[src/rtl/rf_wb_arbiter.sv]
// Writeback arbiter for the 8 x 16-bit register file: round-robin between ALU and MEM
// onto the single rf write port, plus a per-register busy scoreboard for RAW stalls.
module rf_wb_arbiter #(
    parameter int DATA_WIDTH = 16,
    parameter int SEL_WIDTH  = 3,
    parameter int NUM_REGS   = 8
) (
    input  logic                  clk,
    input  logic                  rst,
    input  logic                  alu_valid,
    output logic                  alu_ready,
    input  logic [SEL_WIDTH-1:0]  alu_sel,
    input  logic [DATA_WIDTH-1:0] alu_data,
    input  logic                  mem_valid,
    output logic                  mem_ready,
    input  logic [SEL_WIDTH-1:0]  mem_sel,
    input  logic [DATA_WIDTH-1:0] mem_data,
    input  logic                  issue_valid,
    input  logic [SEL_WIDTH-1:0]  issue_dst,
    input  logic [SEL_WIDTH-1:0]  rd_a_sel,
    input  logic [SEL_WIDTH-1:0]  rd_b_sel,
    output logic                  src_stall,
    output logic [NUM_REGS-1:0]   reg_busy,
    output logic                  wr_en,
    output logic                  write_rf_bool,
    output logic [SEL_WIDTH-1:0]  wr_sel,
    output logic [DATA_WIDTH-1:0] wr_port
);

    typedef enum logic {
        RR_ALU = 1'b0,
        RR_MEM = 1'b1
    } rr_t;

    rr_t                rr;
    logic [NUM_REGS-1:0] busy_next;

    // The rr pointer only decides contested cycles; a lone requester always wins.
    always_comb begin
        alu_ready = alu_valid && (!mem_valid || rr == RR_ALU);
        mem_ready = mem_valid && (!alu_valid || rr == RR_MEM);
    end

    // Set is applied after clear so a newly issued writer keeps the register busy.
    always_comb begin
        busy_next = reg_busy;
        for (int r = 0; r < NUM_REGS; r++) begin
            if (wr_en && wr_sel == SEL_WIDTH'(r))
                busy_next[r] = 1'b0;
            if (issue_valid && issue_dst == SEL_WIDTH'(r))
                busy_next[r] = 1'b1;
        end
    end

    assign src_stall = reg_busy[rd_a_sel] | reg_busy[rd_b_sel];

    always_ff @(posedge clk or posedge rst) begin
        if (rst) begin
            rr            <= RR_MEM;
            wr_en         <= 1'b0;
            write_rf_bool <= 1'b0;
            wr_sel        <= '0;
            wr_port       <= '0;
            reg_busy      <= '0;
        end else begin
            if (alu_valid && mem_valid)
                rr <= (rr == RR_MEM) ? RR_ALU : RR_MEM;
            wr_en         <= alu_ready | mem_ready;
            write_rf_bool <= alu_ready | mem_ready;
            if (alu_ready) begin
                wr_sel  <= alu_sel;
                wr_port <= alu_data;
            end else if (mem_ready) begin
                wr_sel  <= mem_sel;
                wr_port <= mem_data;
            end
            reg_busy <= busy_next;
        end
    end

endmodule
[config.mk]
export PLATFORM = sky130hd
export DESIGN_NAME = rf_wb_arbiter
export DESIGN_NICKNAME = d
export VERILOG_FILES = /design/src/rtl/rf_wb_arbiter.sv
export SDC_FILE = /design/constraint.sdc
export NUM_CORES = 1
export LEC_CHECK = 0
export ABC_AREA = 1
export CORE_MARGIN = 8
export CORE_UTILIZATION = 42
export DETAILED_ROUTE_END_ITERATION = 12
export GPL_TIMING_DRIVEN = 0
export PLACE_DENSITY = 0.85
export SLEW_MARGIN = 20
export SYNTH_ARGS = -nofsm -noshare
export SYNTH_HDL_FRONTEND = slang
export SYNTH_SLANG_ARGS = --single-unit
[constraint.sdc]
create_clock -name clk -period 2.95 [get_ports clk]
set_clock_uncertainty 0.1 [all_clocks]
set_input_delay 0.59 -clock clk [delete_from_list [all_inputs] [get_ports clk]]
set_output_delay 0.59 -clock clk [all_outputs]
set_load 0.05 [all_outputs]
Yosys cells after proc, flatten, opt, wreduce, memory -nomap -nowiden. Cells that the tools add are included.

Register bits: 29. Bits in latches: 0. Memory bits (writable): 0. ROM bits: 0. Bits of input ports: 52. Output and inout bits: 32. Memories: 0.

Add/sub/neg operators: 0. $mul: 0. Div/mod/pow operators: 0. Magnitude comparators: 2. Equality and inequality tests: 14. Shifts and indexed selects: 0. Multiplexer cells: 25. Bitwise logic cells: 3. Reductions and logical operators: 34.

Operators with widths (number): $mux 16 (2); $eq 3x3->1 const B (8); $logic_and 1x1->1 (19); $mux 1 (19); $reduce_bool 2->1 (9); $eq 3x2->1 const B (4); $lt 3x4->1 const B (2); $bmux 1 s3 (2); $eq 3x1->1 const B (2); $logic_not 3->1 (2); $mux 3 (2); $logic_not 1->1 (2); $logic_or 1x1->1 (2); $or 1x1->1 (2); $not 1->1 (1).

Depth between registers and ports, before layout.
Word-level depth: 5. Gate-level depth with buffers: 7. Mapped depth without buffers: 7.

Worst setup path before layout. OpenSTA, ideal clock, no wires.

Path type: reg-to-output. Start point: register reg_busy[5]. End point: output port src_stall. Arrival time: 1.289 ns. Required time: 2.260 ns. Slack: 0.971 ns. Cell stages (with the launch flop): 7. Cells stage by stage: dfrtp_1 nand2_1 nand3_1 nand2_1 nand2_1 nand2_1 nand2_1.

Word-level cells in the longest chain between the ends: 3. Elaborated cells on any way between the ends: 5. Those cells by class: mux: 4; bitwise: 1.

RTL lines: start: declaration (line 23) `output logic [NUM_REGS-1:0] reg_busy,`; start signal: assignment (line 77) `reg_busy <= busy_next;`; $bmux 1 s3 (line 55) `assign src_stall = reg_busy[rd_a_sel] | reg_busy[rd_b_sel];`; $mux 1 (implied by the code) (line 55); $or 1x1->1 (*) (line 55); end: declaration (line 22) `output logic src_stall,`.

Mark *: on every way between the ends. The rest lies on a longest branch, timed or not. The select of a mux whose other input is x is not followed.

Worst setup path after layout.
Start point: input port alu_valid. End point: output port alu_ready.

Word-level cells in the longest chain between the ends: 1.

RTL lines: start: declaration (line 10) `input logic alu_valid,`; $logic_and 1x1->1 (line 40) `alu_ready = alu_valid && (!mem_valid || rr == RR_ALU);`; end: declaration (line 11) `output logic alu_ready,`.

No other way between the ends.

==> impl_metrics.py <==
metrics = {
    "place": {
        "gp_congestion": 0.829,
        "dpl_cell_area_sq_um": 2460,
        "io_buffers": 83,
        "dp.final_hpwl_um": 3730,
        "pre_cts_ws_ps": -116,
    },
    "timing": {
        "fin_tns_setup_ps": 0,
        "slew_viol_final": 0,
        "period_needed_ps": 2790,
        "min_period_over_period": 0.945,
        "setup_viol": 0,
        "rsz0062_at_grt": "no",
        "hold_violations": 0,
        "tightest_slew_ps": 577,
        "relSlewSlack": 0.615,
        "setup_ws_ps": 163,
        "fmax_mhz": 359,
    },
    "clock_tree": {
        "htreeDepth": 2,
        "root_buffer": "clkbuf_8",
        "cts_hold_buf": 0,
        "cts_made_buffers": 5,
        "clk_pin_slew_worst_paths_ps": 60,
        "post-cts-setup-buffers": 0,
        "clock_path_buffers": 2,
        "clk_latency_ps": 280,
        "clock-sinks": 29,
        "cts_tree": "built",
    },
    "die": {
        "ios": 84,
        "fp.dieArea_sq_um": 5940,
        "die_h_um": 77.1,
        "fp.coreArea_sq_um": 3630,
        "num_rows": 22,
        "die_w_um": 77.1,
        "initial_core_util": 0.431,
    },
    "logic_synthesis": {
        "synth_cell_types": 17,
        "netlist_area_sq_um": 1570,
        "synthesis.nets": 278,
        "synthCells": 226,
        "yosysSeqAreaShare": 0.464,
        "ys_ff_latch": 29,
        "syn_area_per_cell_sq_um": 6.93,
        "synth-warning-count": 0,
    },
    "cells_and_area": {
        "fin_util": 0.703,
        "drive_gt1_frac": 0.0694,
        "final_net_count": 368,
        "diodes": 0,
        "final_cell_area_sq_um": 2550,
        "syn2layout_area_growth_pct": 63.1,
    },
    "critical_path": {
        "crit_fanout": 10,
        "start_kind": "input pin",
        "critPathCaptureType": "output port",
        "crit_type": "input pin to output port",
        "crit_arrival_ps": 2100,
        "worstRegToRegCells": 4,
        "worstPathRequired_ps": 2260,
    },
    "min_path": {
        "holdPathStages": 2,
        "worst_hold_path_type": "register to register",
    },
    "global_routing": {
        "grt_first_pass_wirelength_um": 7830,
        "grtUsageTotal": 0.161,
        "grt_start_max_net_pins": 30,
        "antenna_found_initial": 0,
        "grt_pass1_vias": 1718,
        "grt_overflow_total": 0,
    },
    "routing": {
        "postRouteAntennaNets": 0,
        "drt_iter0_markers": 74,
        "wire_per_inst_um": 12.5,
        "vias_per_cell": 4.61,
        "vias": 1681,
        "drc": 0,
        "drt-total-wl_um": 4570,
        "first_pass_iters": 4,
    },
    "power_and_ir_drop": {
        "power_density_nw_per_um2": 622,
        "p_total_w": 0.00159,
        "peakVddDrop_v": 0.000353,
        "p_leak_nw": 1.27,
    },
    "flow_run": {
        "maxCapViolCount": 0,
    },
    "outcome": {
        "status": "finished, final reports clean",
    },
}
==> stage by stage <==
| step | instances | hold slack, ps |
|---|---|---|
| 6_report | 365 | 376 |
| 5_1_grt | 365 | 408 |
| 4_1_cts | 365 | 382 |
| 3_5_place_dp | 357 | 364 |
| 3_3_place_gp | 357 | 361 |
| 2_1_floorplan | 226 | 373 |
==> routing by layer <==
layer  global-route usage  part of all wire  vias to the layer above
li1                     -                 -                      880
met1                0.174              0.40                      735
met2                0.263              0.48                       60
met3               0.0828             0.099                        6
met4               0.0566             0.014                        0
met5                    0                 0                        -
==> sequential cells by signal, indices dropped and copies added, names as in the netlist <==
register,count
reg_busy,8
rr,1
wr_port,16
wr_sel,3
write_rf_bool,1
==> worst paths after layout <==
check	slack (ps)	start	to
worst max register to register	1620	rr$_DFFE_PP1P_	wr_port[4]$_DFFE_PP0P_
worst max-delay path	160	alu_valid	alu_ready
max in group asynchronous	1770	rst	wr_port[8]$_DFFE_PP0P_
worst min-delay path	380	wr_port[12]$_DFFE_PP0P_	wr_port[12]$_DFFE_PP0P_
worst min register to register	380	wr_port[12]$_DFFE_PP0P_	wr_port[12]$_DFFE_PP0P_
min in group asynchronous	580	rst	wr_port[12]$_DFFE_PP0P_
==> area by class of cell <==
type                    instances  area [sq um]
multi-input cells             165           691
well taps                      48          60.1
flip-flops and latches         29           727
clock inverters                 1          5.00
clock buffers                   7          96.3
plain buffers                   8          58.8
fillers                       322          1080
inverters                      24          90.1
repair buffers                 83           827
==> power by group <==
part           internal [W]  total, W  switching, W
combinational      0.000253  0.000697      0.000444
sequential         0.000472  0.000538     0.0000663
clock              0.000210  0.000355      0.000145
==> synth_stat cells <==
library cell	n	area, sq um
nand2_1	115	432
dfrtp_1	28	701
inv_1	23	86.3
o21ai_0	20	100
o21ai_1	12	60.1
nand3_1	9	45.0
buf_4	5	37.5
nor2_1	4	15.0
buf_2	2	10.0
a21oi_2	1	8.76
buf_6	1	11.3
dfstp_2	1	26.3
inv_2	1	3.75
nand3b_1	1	7.51
nor2_2	1	6.26
o21ai_2	1	8.76
o31ai_1	1	7.51
==> cells by family (layout without fill, tap and decap cells) <==
kind of cell	after synthesis	count (layout)	synth area share
flip-flops	29	29	0.464
AND/OR/NAND/NOR	130	130	0.323
buffers and inverters	32	123	0.0950
AO/OA/AOI/OAI	35	35	0.118
==> what timing repair did <==
item	in CTS	in global routing
endpoints found under the hold margin	0	0
setup endpoints to repair	3	0
gates resized for setup	3	0
==> layout by cell type, fill, tap and decap left out, types with 2 or more instances in the layout <==
| master | n |
|---|---|
| nand2_1 | 115 |
| clkdlybuf4s50_1 | 80 |
| dfrtp_1 | 28 |
| inv_1 | 22 |
| o21ai_0 | 20 |
| o21ai_1 | 12 |
| nand3_1 | 9 |
| clkbuf_8 | 7 |
| buf_4 | 5 |
| nor2_1 | 4 |
| dlygate4sd2_1 | 3 |
| inv_2 | 2 |
| buf_2 | 2 |
==> worst max-delay path, cell delays in order <==
cell and delay (ps):
clkdlybuf4s50_1 550, inv_2 70, a21oi_2 160, buf_4 190, dlygate4sd2_1 540
(Power assumes the default switching activity.)
